[src/rtl/atm_session_driver_if.sv]
// Command/response port of the ATM session driver.
// master = command source, slave = atm_session_driver.
interface atm_session_driver_if;
  logic       cmd_valid;
  logic       cmd_ready;
  logic [1:0] cmd_op;
  logic [5:0] cmd_amount;
  logic [3:0] cmd_pin;
  logic       rsp_valid;
  logic [1:0] rsp_status;
  logic [7:0] rsp_balance;

  modport master (
    output cmd_valid, cmd_op, cmd_amount, cmd_pin,
    input  cmd_ready, rsp_valid, rsp_status, rsp_balance
  );

  modport slave (
    input  cmd_valid, cmd_op, cmd_amount, cmd_pin,
    output cmd_ready, rsp_valid, rsp_status, rsp_balance
  );
endinterface

[src/rtl/atm_session_driver.sv]
// Customer-side sequencer for MainModule: turns withdraw/deposit/inquiry/exit
// commands into timed ATM front-panel steps and returns one response each.
module atm_session_driver #(
  parameter int unsigned HOLD_CYCLES = 2
) (
  input  logic                 clk,
  input  logic                 rst,
  atm_session_driver_if.slave  bus,
  output logic                 Insert_card,
  output logic                 Language_chosen,
  output logic [3:0]           Pin,
  output logic [1:0]           Operation,
  output logic [5:0]           Deposit_Amount,
  output logic [5:0]           WithDraw_Amount,
  output logic                 exit,
  output logic                 home_in,
  input  logic [7:0]           Check_balance,
  input  logic [7:0]           FinalBalance
);

  localparam int unsigned CNT_W = 4;
  localparam logic [CNT_W-1:0] CNT_LOAD = CNT_W'(HOLD_CYCLES - 1);

  localparam logic [1:0] OP_WD   = 2'd0;
  localparam logic [1:0] OP_DEP  = 2'd1;
  localparam logic [1:0] OP_INQ  = 2'd2;
  localparam logic [1:0] OP_EXIT = 2'd3;

  localparam logic [1:0] ST_OK       = 2'd0;
  localparam logic [1:0] ST_NOFUNDS  = 2'd1;
  localparam logic [1:0] ST_MISMATCH = 2'd2;
  localparam logic [1:0] ST_OVERFLOW = 2'd3;

  typedef enum logic [3:0] {
    S_IDLE, S_CARD, S_READY, S_SETUP, S_HOLD, S_SETTLE, S_HOME, S_EXIT, S_RESP
  } state_t;

  state_t           state_q;
  logic [CNT_W-1:0] cnt_q;
  logic             session_q;
  logic [1:0]       op_q;
  logic [5:0]       amt_q;
  logic [7:0]       pre_q;

  logic       cmd_ready_q, rsp_valid_q;
  logic [1:0] rsp_status_q;
  logic [7:0] rsp_balance_q;
  logic       card_q, lang_q, exit_q, home_q;
  logic [3:0] pin_q;
  logic [1:0] oper_q;
  logic [5:0] dep_q, wd_q;

  logic       accept;
  logic       wd_short;
  logic       dep_ovf;
  logic [7:0] exp_bal;

  assign accept   = bus.cmd_valid & cmd_ready_q;
  assign wd_short = {2'b00, amt_q} > Check_balance;
  assign dep_ovf  = (9'(Check_balance) + 9'(amt_q)) > 9'd255;

  // Balance the ATM should report once the operation has settled.
  always_comb begin
    exp_bal = pre_q;
    case (op_q)
      OP_WD:   exp_bal = pre_q - 8'(amt_q);
      OP_DEP:  exp_bal = pre_q + 8'(amt_q);
      default: exp_bal = pre_q;
    endcase
  end

  always_ff @(posedge clk or posedge rst) begin
    if (rst) begin
      state_q       <= S_IDLE;
      cnt_q         <= '0;
      session_q     <= 1'b0;
      op_q          <= OP_INQ;
      amt_q         <= '0;
      pre_q         <= '0;
      cmd_ready_q   <= 1'b0;
      rsp_valid_q   <= 1'b0;
      rsp_status_q  <= ST_OK;
      rsp_balance_q <= '0;
      card_q        <= 1'b0;
      lang_q        <= 1'b0;
      pin_q         <= '0;
      oper_q        <= OP_INQ;
      dep_q         <= '0;
      wd_q          <= '0;
      exit_q        <= 1'b0;
      home_q        <= 1'b0;
    end else begin
      rsp_valid_q <= 1'b0;
      home_q      <= 1'b0;
      case (state_q)
        S_IDLE, S_READY: begin
          cmd_ready_q <= 1'b1;
          if (accept) begin
            cmd_ready_q <= 1'b0;
            op_q        <= bus.cmd_op;
            amt_q       <= bus.cmd_amount;
            if (bus.cmd_op == OP_EXIT) begin
              if (state_q == S_READY) begin
                state_q <= S_EXIT;
                cnt_q   <= CNT_LOAD;
                oper_q  <= OP_EXIT;
                exit_q  <= 1'b1;
              end else begin
                state_q       <= S_RESP;
                rsp_valid_q   <= 1'b1;
                rsp_status_q  <= ST_OK;
                rsp_balance_q <= '0;
              end
            end else if (state_q == S_READY) begin
              state_q <= S_SETUP;
            end else begin
              // Opening a session: PIN is sent only here.
              state_q   <= S_CARD;
              cnt_q     <= CNT_LOAD;
              session_q <= 1'b1;
              card_q    <= 1'b1;
              lang_q    <= 1'b1;
              pin_q     <= bus.cmd_pin;
            end
          end
        end
        S_CARD: begin
          if (cnt_q == '0) state_q <= S_SETUP;
          else             cnt_q   <= cnt_q - 1'b1;
        end
        S_SETUP: begin
          pre_q <= Check_balance;
          if ((op_q == OP_WD && wd_short) || (op_q == OP_DEP && dep_ovf)) begin
            state_q <= S_HOME;
            home_q  <= 1'b1;
          end else begin
            state_q <= S_HOLD;
            cnt_q   <= CNT_LOAD;
            oper_q  <= op_q;
            wd_q    <= (op_q == OP_WD)  ? amt_q : 6'd0;
            dep_q   <= (op_q == OP_DEP) ? amt_q : 6'd0;
          end
        end
        S_HOLD: begin
          if (cnt_q == '0) begin
            state_q <= S_SETTLE;
            cnt_q   <= CNT_LOAD;
          end else begin
            cnt_q <= cnt_q - 1'b1;
          end
        end
        S_SETTLE: begin
          if (cnt_q == '0) begin
            state_q       <= S_RESP;
            rsp_valid_q   <= 1'b1;
            rsp_balance_q <= FinalBalance;
            rsp_status_q  <= (FinalBalance == exp_bal) ? ST_OK : ST_MISMATCH;
            oper_q        <= OP_INQ;
            wd_q          <= '0;
            dep_q         <= '0;
          end else begin
            cnt_q <= cnt_q - 1'b1;
          end
        end
        S_HOME: begin
          state_q       <= S_RESP;
          rsp_valid_q   <= 1'b1;
          rsp_status_q  <= (op_q == OP_WD) ? ST_NOFUNDS : ST_OVERFLOW;
          rsp_balance_q <= pre_q;
        end
        S_EXIT: begin
          if (cnt_q == '0) begin
            state_q       <= S_RESP;
            rsp_valid_q   <= 1'b1;
            rsp_status_q  <= ST_OK;
            rsp_balance_q <= Check_balance;
            oper_q        <= OP_INQ;
            exit_q        <= 1'b0;
            card_q        <= 1'b0;
            lang_q        <= 1'b0;
            pin_q         <= '0;
            session_q     <= 1'b0;
          end else begin
            cnt_q <= cnt_q - 1'b1;
          end
        end
        S_RESP: begin
          state_q     <= session_q ? S_READY : S_IDLE;
          cmd_ready_q <= 1'b1;
        end
        default: state_q <= S_IDLE;
      endcase
    end
  end

  assign bus.cmd_ready   = cmd_ready_q;
  assign bus.rsp_valid   = rsp_valid_q;
  assign bus.rsp_status  = rsp_status_q;
  assign bus.rsp_balance = rsp_balance_q;

  assign Insert_card     = card_q;
  assign Language_chosen = lang_q;
  assign Pin             = pin_q;
  assign Operation       = oper_q;
  assign Deposit_Amount  = dep_q;
  assign WithDraw_Amount = wd_q;
  assign exit            = exit_q;
  assign home_in         = home_q;

endmodule

[src/flat_wrapper.sv]
// flat-port wrapper written by rule: the top's interface ports become plain ports
module atm_session_driver_flat 
#(
  parameter int unsigned HOLD_CYCLES = 2
)
  (clk, rst, Insert_card, Language_chosen, Pin, Operation, Deposit_Amount, WithDraw_Amount, exit, home_in, Check_balance, FinalBalance, bus_cmd_valid, bus_cmd_op, bus_cmd_amount, bus_cmd_pin, bus_cmd_ready, bus_rsp_valid, bus_rsp_status, bus_rsp_balance);
  atm_session_driver_if bus_i ();
  input  logic clk;
  input  logic rst;
  output logic Insert_card;
  output logic Language_chosen;
  output logic [3:0] Pin;
  output logic [1:0] Operation;
  output logic [5:0] Deposit_Amount;
  output logic [5:0] WithDraw_Amount;
  output logic exit;
  output logic home_in;
  input  logic [7:0] Check_balance;
  input  logic [7:0] FinalBalance;
  input wire logic [$bits(bus_i.cmd_valid)-1:0] bus_cmd_valid;
  input wire logic [$bits(bus_i.cmd_op)-1:0] bus_cmd_op;
  input wire logic [$bits(bus_i.cmd_amount)-1:0] bus_cmd_amount;
  input wire logic [$bits(bus_i.cmd_pin)-1:0] bus_cmd_pin;
  output wire logic [$bits(bus_i.cmd_ready)-1:0] bus_cmd_ready;
  output wire logic [$bits(bus_i.rsp_valid)-1:0] bus_rsp_valid;
  output wire logic [$bits(bus_i.rsp_status)-1:0] bus_rsp_status;
  output wire logic [$bits(bus_i.rsp_balance)-1:0] bus_rsp_balance;
  assign bus_i.cmd_valid = bus_cmd_valid;
  assign bus_i.cmd_op = bus_cmd_op;
  assign bus_i.cmd_amount = bus_cmd_amount;
  assign bus_i.cmd_pin = bus_cmd_pin;
  assign bus_cmd_ready = bus_i.cmd_ready;
  assign bus_rsp_valid = bus_i.rsp_valid;
  assign bus_rsp_status = bus_i.rsp_status;
  assign bus_rsp_balance = bus_i.rsp_balance;
  atm_session_driver #(.HOLD_CYCLES(HOLD_CYCLES)) u_core (.clk(clk), .rst(rst), .bus(bus_i), .Insert_card(Insert_card), .Language_chosen(Language_chosen), .Pin(Pin), .Operation(Operation), .Deposit_Amount(Deposit_Amount), .WithDraw_Amount(WithDraw_Amount), .exit(exit), .home_in(home_in), .Check_balance(Check_balance), .FinalBalance(FinalBalance));
endmodule
[config.mk]
export PLATFORM = sky130hd
export DESIGN_NAME = atm_session_driver_flat
export DESIGN_NICKNAME = d
export VERILOG_FILES = /design/src/rtl/atm_session_driver_if.sv /design/src/rtl/atm_session_driver.sv /design/src/flat_wrapper.sv
export SDC_FILE = /design/constraint.sdc
export NUM_CORES = 1
export LEC_CHECK = 0
export CORE_MARGIN = 2
export CORE_UTILIZATION = 58
export DETAILED_ROUTE_END_ITERATION = 6
export PLACE_DENSITY_LB_ADDON = 0.25
export SKIP_LAST_GASP = 1
export SLEW_MARGIN = 10
export SYNTH_ARGS = -nofsm -noshare
export SYNTH_HDL_FRONTEND = slang
export SYNTH_SLANG_ARGS = --single-unit
export TNS_END_PERCENT = 100
[constraint.sdc]
create_clock -name clk -period 5.8 [get_ports clk]
set_input_delay 0.87 -clock clk [delete_from_list [all_inputs] [get_ports clk]]
set_output_delay 0.87 -clock clk [all_outputs]
set_load 0.005 [all_outputs]
==> flow_summary.html <==
<table>
<tr><th>Metric</th><th>Value</th></tr>
<tr><th colspan="2">Finish</th></tr>
<tr><td>Synth-to-Final Area Change</td><td>24.7%</td></tr>
<tr><td>Top library cells by usage in the layout, fill and taps aside</td><td>clkdlybuf4s50_1, dfrtp_1, nand2_1</td></tr>
<tr><td>Layout cells sized above 1</td><td>9.89%</td></tr>
<tr><td>Number of nets in the layout</td><td>514</td></tr>
<tr><td>Leading cell type in the layout, fill and taps excluded</td><td>clkdlybuf4s50_1</td></tr>
<tr><td>Inserted Diodes</td><td>0</td></tr>
<tr><th colspan="2">Power</th></tr>
<tr><td>Peak supply drop</td><td>0.453 mV</td></tr>
<tr><td>Power per unit of standard cell area</td><td>634 mW/mm^2</td></tr>
<tr><td>Total leakage power</td><td>0.00194 uW</td></tr>
<tr><th colspan="2">Clock tree</th></tr>
<tr><td>Number of buffers inserted by post-CTS setup repair</td><td>0</td></tr>
<tr><td>Clock-pin slew reported for the worst setup and hold paths after clock tree synthesis</td><td>0.07 ns</td></tr>
<tr><td>CTS H-tree lvls</td><td>3</td></tr>
<tr><td>Buffer type at the clock tree root</td><td>clkbuf_8</td></tr>
<tr><td>Clock tree sinks</td><td>57</td></tr>
<tr><td>Quantity of hold-fixing buffers added after cts</td><td>0</td></tr>
<tr><td>Cells resized by post-CTS repair</td><td>0</td></tr>
<tr><td>Clock latency on the worst-skew pair</td><td>0.34 ns</td></tr>
<tr><td>Number of buffers created by CTS</td><td>9</td></tr>
<tr><td>TritonCTS clock tree</td><td>yes</td></tr>
<tr><td>Worst-case clock buffer depth</td><td>2</td></tr>
<tr><th colspan="2">Timing</th></tr>
<tr><td>Post-route setup TNS</td><td>0 ns</td></tr>
<tr><td>Max Freq</td><td>287 MHz</td></tr>
<tr><td>Total count of hold-check failures in the final report</td><td>0</td></tr>
<tr><td>Pins over their slew limit</td><td>0</td></tr>
<tr><td>Rel. slew slack</td><td>28.0%</td></tr>
<tr><td>Time the final worst path needs with I/O delays and setup</td><td>3.48 ns</td></tr>
<tr><td>Post-route setup slack</td><td>2.32 ns</td></tr>
<tr><td>Largest clock skew in the final design</td><td>between 0.006 and 0.007 ns</td></tr>
<tr><td>Ratio of final minimum period to clock period</td><td>60.1%</td></tr>
<tr><td>Unrepaired setup endpoints after global routing</td><td>no</td></tr>
<tr><td>Slew @ Worst Pin</td><td>approximately 1.1 ns</td></tr>
<tr><td>Endpoints failing setup</td><td>0</td></tr>
<tr><th colspan="2">Drt</th></tr>
<tr><td>First-pass detailed-route iteration total</td><td>5</td></tr>
<tr><td>Antenna viol nets, final</td><td>0</td></tr>
<tr><td>WL per Instance</td><td>16.6 um</td></tr>
<tr><td>DRC viols</td><td>0</td></tr>
<tr><td>Vias</td><td>3251</td></tr>
<tr><td>Post-detailed-routing wire length</td><td>between 9000 and 10000 um</td></tr>
<tr><td>Initial DRC Count</td><td>238</td></tr>
<tr><td>Via count normalized by instance count</td><td>6.00</td></tr>
<tr><th colspan="2">Setup path</th></tr>
<tr><td>CP endpoint kind</td><td>flip-flop</td></tr>
<tr><td>Arrival @ worst endpoint</td><td>3.70 ns</td></tr>
<tr><td>Type of the worst setup path</td><td>flip-flop to flip-flop</td></tr>
<tr><td>Endpoint required time on the critical path</td><td>6.02 ns</td></tr>
<tr><td>Worst setup SP type</td><td>flip-flop</td></tr>
<tr><td>Largest driver fanout on the critical path</td><td>29</td></tr>
<tr><th colspan="2">Logic synthesis</th></tr>
<tr><td>Mapped Area</td><td>0.00368 sq mm</td></tr>
<tr><td>Sequential element share of the synthesized area</td><td>38.8%</td></tr>
<tr><td>Gate count of the mapped netlist</td><td>404</td></tr>
<tr><td>Count of flip-flops with a built-in enable after synthesis</td><td>0</td></tr>
<tr><td>Syn nets</td><td>between 400 and 500</td></tr>
<tr><td>Post-synth ARST share</td><td>100%</td></tr>
<tr><td>#FFs+latches synth</td><td>57</td></tr>
<tr><td>Commonest register cell after synthesis</td><td>dfrtp_1</td></tr>
<tr><td>Synth cell types</td><td>60</td></tr>
<tr><td>Post-Syn Area per Cell</td><td>9.11 sq um</td></tr>
<tr><td>Number of warnings issued by yosys</td><td>0</td></tr>
<tr><th colspan="2">Floorplan</th></tr>
<tr><td>Boundary Pins</td><td>65</td></tr>
<tr><td>Starting density of the core</td><td>59.0%</td></tr>
<tr><td>Die area</td><td>~0.0070 sq mm</td></tr>
<tr><td>Die width</td><td>83.7 um</td></tr>
<tr><td>Placement row count</td><td>29</td></tr>
<tr><td>Core footprint</td><td>0.00624 sq mm</td></tr>
<tr><td>Die height</td><td>83.7 um</td></tr>
<tr><th colspan="2">Placed design</th></tr>
<tr><td>Worst setup slack after placement</td><td>2.31 ns</td></tr>
<tr><td>Placer's final routability congestion estimate</td><td>approximately 0.91</td></tr>
<tr><td>Count of port buffers added during placement</td><td>64</td></tr>
<tr><td>DP HPWL</td><td>6420 um</td></tr>
<tr><th colspan="2">Run</th></tr>
<tr><td>Number of violations of the max-capacitance limit</td><td>0</td></tr>
<tr><th colspan="2">Global routing</th></tr>
<tr><td>Number of antenna violations at the first check in global routing</td><td>0</td></tr>
<tr><td>Overall Global Routing Usage</td><td>between 20% and 30%</td></tr>
<tr><td>Wire length of the first global-routing pass</td><td>15200 um</td></tr>
<tr><td>Vias in the first global route</td><td>3207</td></tr>
<tr><td>Largest net degree at the start of global routing</td><td>58</td></tr>
<tr><td>Grt ovf</td><td>0</td></tr>
<tr><th colspan="2">Worst hold path</th></tr>
<tr><td>Worst hold path type</td><td>flip-flop to flip-flop</td></tr>
<tr><th colspan="2">Status</th></tr>
<tr><td>Run status</td><td>finished clean</td></tr>
</table>
[where the power goes]
| part | internal [uW] | leakage [uW] | switching [uW] | total [uW] |
|---|---|---|---|---|
| combinational | 783 | 0.00110 | 841 | 1620 |
| clock | 297 | 0.000120 | 168 | 465 |
| sequential | 568 | 0.000722 | 252 | 820 |
| total | 1650 | 0.00194 | 1260 | 2910 |
[stage by stage]
stage	cell area [sq um]	instances	utilization [%]	power, uW	hold slack [ns]
after floorplan	3680	404	-	1930	0.469
after global placement	4350	526	69.6	2330	0.462
after detailed placement	4350	526	69.6	2400	0.471
after CTS	4590	542	73.6	2890	0.487
after global routing	4590	542	73.6	3120	0.505
final	4590	542	73.6	2910	0.483
[flip-flops by register name (all words and copies together) (netlist names)]
signal,count
u_core.bus.cmd_ready,1
u_core.Deposit_Amount,6
u_core.amt_q,6
u_core.exit,1
u_core.bus.rsp_valid,1
u_core.pre_q,8
u_core.op_q,2
u_core.cnt_q,4
u_core.bus.rsp_balance,8
u_core.session_q,1
u_core.Pin,4
u_core.home_in,1
u_core.bus.rsp_status,2
u_core.WithDraw_Amount,6
u_core.Operation,2
u_core.state_q,4
[logic make-up (layout without fill, tap and decap cells)]
group | Yosys count | count (layout) | share of synthesized area (%)
AOI/OAI and AO/OA | 110 | 110 | 19.1
buffers and inverters | 46 | 107 | 5.06
xor gates and xnor gates | 16 | 16 | 3.81
DFF | 57 | 57 | 38.8
and+or+nand+nor | 123 | 123 | 16.5
muxes | 29 | 29 | 8.50
adders and majority gates | 23 | 23 | 8.23
[routing by layer]
layer / GRT usage [%] / up-vias / part of all wire [%]
met5: 0 / - / 0
met4: 10.9 / 0 / 2.5
met3: 4.06 / 26 / 6.2
met2: 45.1 / 138 / 49
met1: 34.9 / 1550 / 42
li1: - / 1537 / -
[worst max-delay path: stages, from the launching register on]
cell      delay (ns)
dfrtp_1         1.06
nand2b_1        0.40
o211ai_1        0.24
nand4b_1        0.63
or4_1           0.75
nor4_2          0.17
a31oi_1         0.11
[Yosys cell counts (6+ instances only)]
cell type | instances | area (sq um)
a21oi_1 | 22 | 110
a31oi_1 | 6 | 37.5
buf_2 | 8 | 40.0
clkbuf_1 | 9 | 33.8
dfrtp_1 | 55 | 1380
ha_1 | 21 | 263
inv_1 | 25 | 93.8
mux2_2 | 18 | 203
mux2i_1 | 11 | 110
nand2_1 | 44 | 165
nand3_1 | 12 | 60.1
nor2_1 | 29 | 109
nor2b_1 | 6 | 37.5
o21ai_0 | 30 | 150
o21ai_1 | 13 | 65.1
o31ai_1 | 8 | 60.1
xnor2_1 | 9 | 78.8
xor2_1 | 7 | 61.3
[area by class of cell]
| class | instances | area, sq um |
|---|---|---|
| multi-input cells | 301 | 2070 |
| fillers | 473 | 1650 |
| flip-flops and latches | 57 | 1430 |
| repair buffers | 66 | 656 |
| clock buffers | 11 | 141 |
| clock inverters | 5 | 103 |
| well taps | 77 | 96.3 |
| inverters | 25 | 93.8 |
[worst paths after layout]
| check | cells past startpoint | slack, ns | from | end |
|---|---|---|---|---|
| worst max-delay path | 6 | 2.32 | u_core.state_q[1] | u_core.bus.rsp_status[1] |
| worst min-delay path | 1 | 0.48 | u_core.bus.rsp_status[0] | u_core.bus.rsp_status[0] |
| worst max register to register | 6 | 2.32 | u_core.state_q[1] | u_core.bus.rsp_status[1] |
| worst min register to register | 1 | 0.48 | u_core.bus.rsp_status[0] | u_core.bus.rsp_status[0] |
| max in group asynchronous | 3 | 4.28 | rst | u_core.pre_q[1] |
| min in group asynchronous | 3 | 1.06 | rst | u_core.pre_q[0] |
Note: power is estimated with default switching activity, not from simulation.
==> edit 1: new RTL, same flow settings <==
The localparam `CNT_W` goes from 4 to 5.
--- a/src/rtl/atm_session_driver.sv
+++ b/src/rtl/atm_session_driver.sv
@@ -18,7 +18,7 @@
   input  logic [7:0]           FinalBalance
 );
 
-  localparam int unsigned CNT_W = 4;
+  localparam int unsigned CNT_W = 5;
   localparam logic [CNT_W-1:0] CNT_LOAD = CNT_W'(HOLD_CYCLES - 1);
 
   localparam logic [1:0] OP_WD   = 2'd0;
Function: no difference found for any inputs over 10 cycles, from zero or initial values and one cycle with rst high; that may be too few to reach the edited logic, so the function may still have changed.
==> edit 1 against the original RTL <==
Power decreased by 1.1%; largest cell class unchanged; area after synthesis grew 0.82%; worst setup slack improved by 0.17 ns; routed wire length barely moved; design area grew 0.84%; synthesized cell count rose by 1.2%; sequential cell count grew 1; fmax rose by 5.2%.
==> edit 1: results (changes against the original RTL) <==
INFO  place          globalplace.congestion=0.934 [was 0.914]
INFO  critical_path  timing.critical_path.slowest_cell_delay=0.52ns [was 1.06 ns]
INFO  finish         final_nets=522 [was 514]
INFO  critical_path  critical-path-top-delay-family=compound AO/OA/AOI/OAI gates [was simple AND/OR/NAND/NOR gates]
INFO  run_status     run_status=finished clean [unchanged]
INFO  synth          netlist-cell-type-count=57 [was 60]
INFO  finish         num-fill-cells=452 [was 473]
INFO  drt            drtIter0Drc=201 [was 238]
INFO  grt            grtUsageMet1=34.6% [was 34.9%]
INFO  synth          syn_inst=409 [was 404]
INFO  finish         layout_clock_buffer_count=15 [was 11]
INFO  critical_path  cp_data_arrival_time=3.55ns [was 3.70 ns]
INFO  drt            wl_met3=490µm [was 558 µm]
INFO  hold_path      min_delay_worst_endpoint=u_core.Operation[1]$_DFFE_PP1P_ [was u_core.bus.rsp_status[0]$_DFFE_PP0P_]
INFO  critical_path  critPathMaxFanout=30 [was 29]
INFO  synth          total_nets_after_synthesis=463 [was 458]
INFO  finish         seqCellArea=1450µm² [was 1430 µm²]
INFO  grt            vias_in_the_first_global_route=3151 [was 3207]
INFO  synth          synthTopCellsByArea=dfrtp_1 38%, ha_1 7.1%, nor2_1 4.2% [was dfrtp_1 37%, ha_1 7.1%, mux2_2 5.5%]
INFO  grt            grt_first_pass_wirelength=15.1mm [was 15.2 mm]
INFO  grt            maximum_number_of_pins_on_one_net_before_global_route_repair=59 [was 58]
INFO  place          placedCellCount=534 [was 526]
INFO  place          dpl.hpwl=6.22mm [was 6.42 mm]
INFO  sta            whs=0.482ns [was 0.483 ns]
INFO  hold_path      min_delay_path_depth=2 [was 1]
INFO  finish         buffers_excl_clock=70 [was 66]
INFO  place          post_place_instance_area=4410µm² [was 4350 µm²]
INFO  sta            finClkSkew=0.00722ns [was 0.00651 ns]
INFO  finish         inverters_excl_clock=24 [was 25]
INFO  finish         instances_no_fill=550 [was 542]
INFO  finish         n_multi_input_combinational_cell=305 [was 301]
INFO  grt            grt_util_met2=43.2% [was 45.1%]
INFO  synth          post_synth_most_frequent_cells=56 x dfrtp_1, 42 x nor2_1, 31 x a21oi_1 [was 55 x dfrtp_1, 44 x nand2_1, 30 x o21ai_0]
INFO  finish         buffer_area_share=14.8% [was 14.3%]
INFO  drt            wl_met2=4.40mm [was 4.45 mm]
INFO  drt            detail_route.wirelength=9.01mm [was 9.02 mm]
INFO  grt            grt.met3_usage=5.44% [was 4.06%]
INFO  pwr            relative_contribution_of_combinational_cells_to_total_power=57.0% [was 55.8%]
INFO  finish         fraction_of_standard_cell_area_in_multi_input_logic=45.1% [about the same]
INFO  finish         clock_area_share=4.68% [was 5.31%]
INFO  place          placement.setup.worst_slack=2.12ns [was 2.31 ns]
-- edit 1: how the worst max path moves through the flow --
stage                     slack (ns)                                    to                       start
after floorplan                 2.89  u_core.bus.rsp_status[1]$_DFFE_PP0P_  u_core.op_q[1]$_DFFE_PP1P_
after global placement          2.18           u_core.cnt_q[3]$_DFFE_PP0P_            Check_balance[2]
after detailed placement        2.12           u_core.cnt_q[3]$_DFFE_PP0P_            Check_balance[3]
after CTS                       2.49           u_core.cnt_q[3]$_DFFE_PP0P_            Check_balance[3]
after global routing            2.21  u_core.bus.rsp_status[1]$_DFFE_PP0P_  u_core.op_q[1]$_DFFE_PP1P_
final                           2.49           u_core.cnt_q[3]$_DFFE_PP0P_            Check_balance[2]
-- edit 1: kinds of logic after synthesis --
family,synth area share [%]
simple gates,16.9
compound gates,19.5
flops,39.2
buf+inv,5.09
mux,7.69
fa+ha+maj,8.16
xor+xnor,3.54
==> edit 2: new RTL, config.mk and constraints unchanged <==
Made on the original files. Make the reset (`rst`) synchronous in one clocked block.
--- a/src/rtl/atm_session_driver.sv
+++ b/src/rtl/atm_session_driver.sv
@@ -69,7 +69,7 @@
     endcase
   end
 
-  always_ff @(posedge clk or posedge rst) begin
+  always_ff @(posedge clk) begin
     if (rst) begin
       state_q       <= S_IDLE;
       cnt_q         <= '0;
Formal check against the unedited RTL: differs if rst is asserted again (counterexample within 4 cycles, from zero or initial values and one cycle with rst high); with rst held inactive, the same outputs for 10 cycles.
==> edit 2 against the original RTL <==
Cell count grew 6.5%; worst setup slack gained 0.024 ns; area after synthesis shrank 1.9%; synthesized cell count grew 9.9%; utilization grew 1.1 points; design area shrank 3.2%; sequential cell count is the same; routed wire length grew 4.4%; die area shrank 1.8%; clock skew shrank 0.0012 ns.
Power is not compared: it rests on default switching activity, and its combinational part moved more than twofold at a synthesized area within 25%.
==> edit 2: results (changes against the original RTL) <==
INFO  run_status     run_status=finished clean [unchanged]
INFO  critical_path  cp_data_arrival_time=3.72ns [was 3.70 ns]
INFO  critical_path  timing.critical_path.from=Check_balance[2] [was u_core.state_q[1]$_DFFE_PP0P_]
INFO  finish         num-fill-cells=484 [was 473]
INFO  critical_path  internal_reg_to_reg_setup_slack=2.42ns [was 2.32 ns]
INFO  grt            maximum_number_of_pins_on_one_net_before_global_route_repair=60 [was 58]
INFO  hold_path      min_delay_path_depth=2 [was 1]
INFO  drt            detail_route.wirelength=9.41mm [was 9.02 mm]
INFO  hold_path      min_delay_worst_endpoint=u_core.Pin[3]$_SDFFE_PP0P_ [was u_core.bus.rsp_status[0]$_DFFE_PP0P_]
INFO  place          globalplace.congestion=0.863 [was 0.914]
INFO  synth          total_nets_after_synthesis=498 [was 458]
INFO  synth          post_synth_most_frequent_cells=57 x dfxtp_1, 44 x nor2_1, 40 x nand2_1 [was 55 x dfrtp_1, 44 x nand2_1, 30 x o21ai_0]
INFO  finish         instances_no_fill=577 [was 542]
INFO  finish         final_nets=551 [was 514]
INFO  synth          synthTopCellsByArea=dfxtp_1 32%, ha_1 7.3%, mux2i_1 5.5% [was dfrtp_1 37%, ha_1 7.1%, mux2_2 5.5%]
INFO  sta            whs=0.454ns [was 0.483 ns]
INFO  hold_path      worstHoldStart=u_core.Pin[3]$_SDFFE_PP0P_ [was u_core.bus.rsp_status[0]$_DFFE_PP0P_]
INFO  critical_path  timing.critical_path.slowest_cell_delay=0.72ns [was 1.06 ns]
INFO  synth          asyncSetResetFlopFracSynth=0% [was 100%]
INFO  synth          avg_synthesized_cell_area=8.13µm² [was 9.11 µm²]
INFO  place          dpl.hpwl=6.57mm [was 6.42 mm]
INFO  critical_path  critPathMaxFanout=9 [was 29]
INFO  grt            globalRouteTotalUtil=27.7% [was 26.9%]
INFO  critical_path  origin_of_the_critical_flop_to_flop_path=u_core.op_q[1]$_SDFFE_PP1P_ [was u_core.state_q[1]$_DFFE_PP0P_]
INFO  drt            route.detailed.vias_per_inst=6.01 [was 6.00]
INFO  drt            drtIter0Drc=251 [was 238]
INFO  critical_path  worstReg2RegEnd=u_core.bus.rsp_status[1]$_SDFFE_PP0P_ [was u_core.bus.rsp_status[1]$_DFFE_PP0P_]
## edit 2: cell families (layout without fill, tap and decap cells)
kind of cell,count (synthesis),after routing,share of synthesized area [%]
flops,57,57,31.6
xor+xnor,19,19,4.61
simple gates,169,169,23.7
mux,23,23,6.48
fa+ha+maj,23,23,8.39
compound gates,111,111,19.9
buf+inv,42,100,5.23
## edit 2: per-stage QoR
stage | util, % | worst slack (ns) | area (µm²)
2_1_floorplan | - | 2.89 | 3610
3_3_place_gp | 71.3 | 2.14 | 4250
3_5_place_dp | 71.3 | 2.03 | 4250
4_1_cts | 74.6 | 2.37 | 4450
5_1_grt | 74.6 | 2.15 | 4450
6_report | 74.6 | 2.34 | 4450
## edit 2: area by class of cell
cell class                      instances  area share [%]
Tap cell                               75            2.11
Clock buffer                           11            3.18
Inverter                               16            1.35
Sequential cell                        57            25.7
Multi-Input combinational cell        345            51.5
Clock inverter                          5            1.24
Timing Repair Buffer                   68            15.0
## edit 2: worst max-delay path: cells and delay by family
family                     cells  cell delay, ns
AOI/OAI and AO/OA              5            1.35
adders and majority gates      1            0.33
buffers and inverters          2            0.61
and+or+nand+nor                1            0.56
## edit 2: layer usage
metal / share of wire (%) / global-route usage, % / up-vias
li1: - / - / 1680
met1: 45 / 37.7 / 1645
met2: 47 / 44.1 / 124
met3: 6.3 / 6.06 / 16
met4: 1.5 / 7.75 / 0
met5: 0 / 0 / -
## edit 2: power breakdown
part	total, mW	internal [mW]	switching, mW	leakage [nW]
sequential	0.500	0.429	0.0711	0.461
clock	0.376	0.208	0.168	0.0953
combinational	0.573	0.252	0.322	1.11
total	1.45	0.889	0.561	1.67
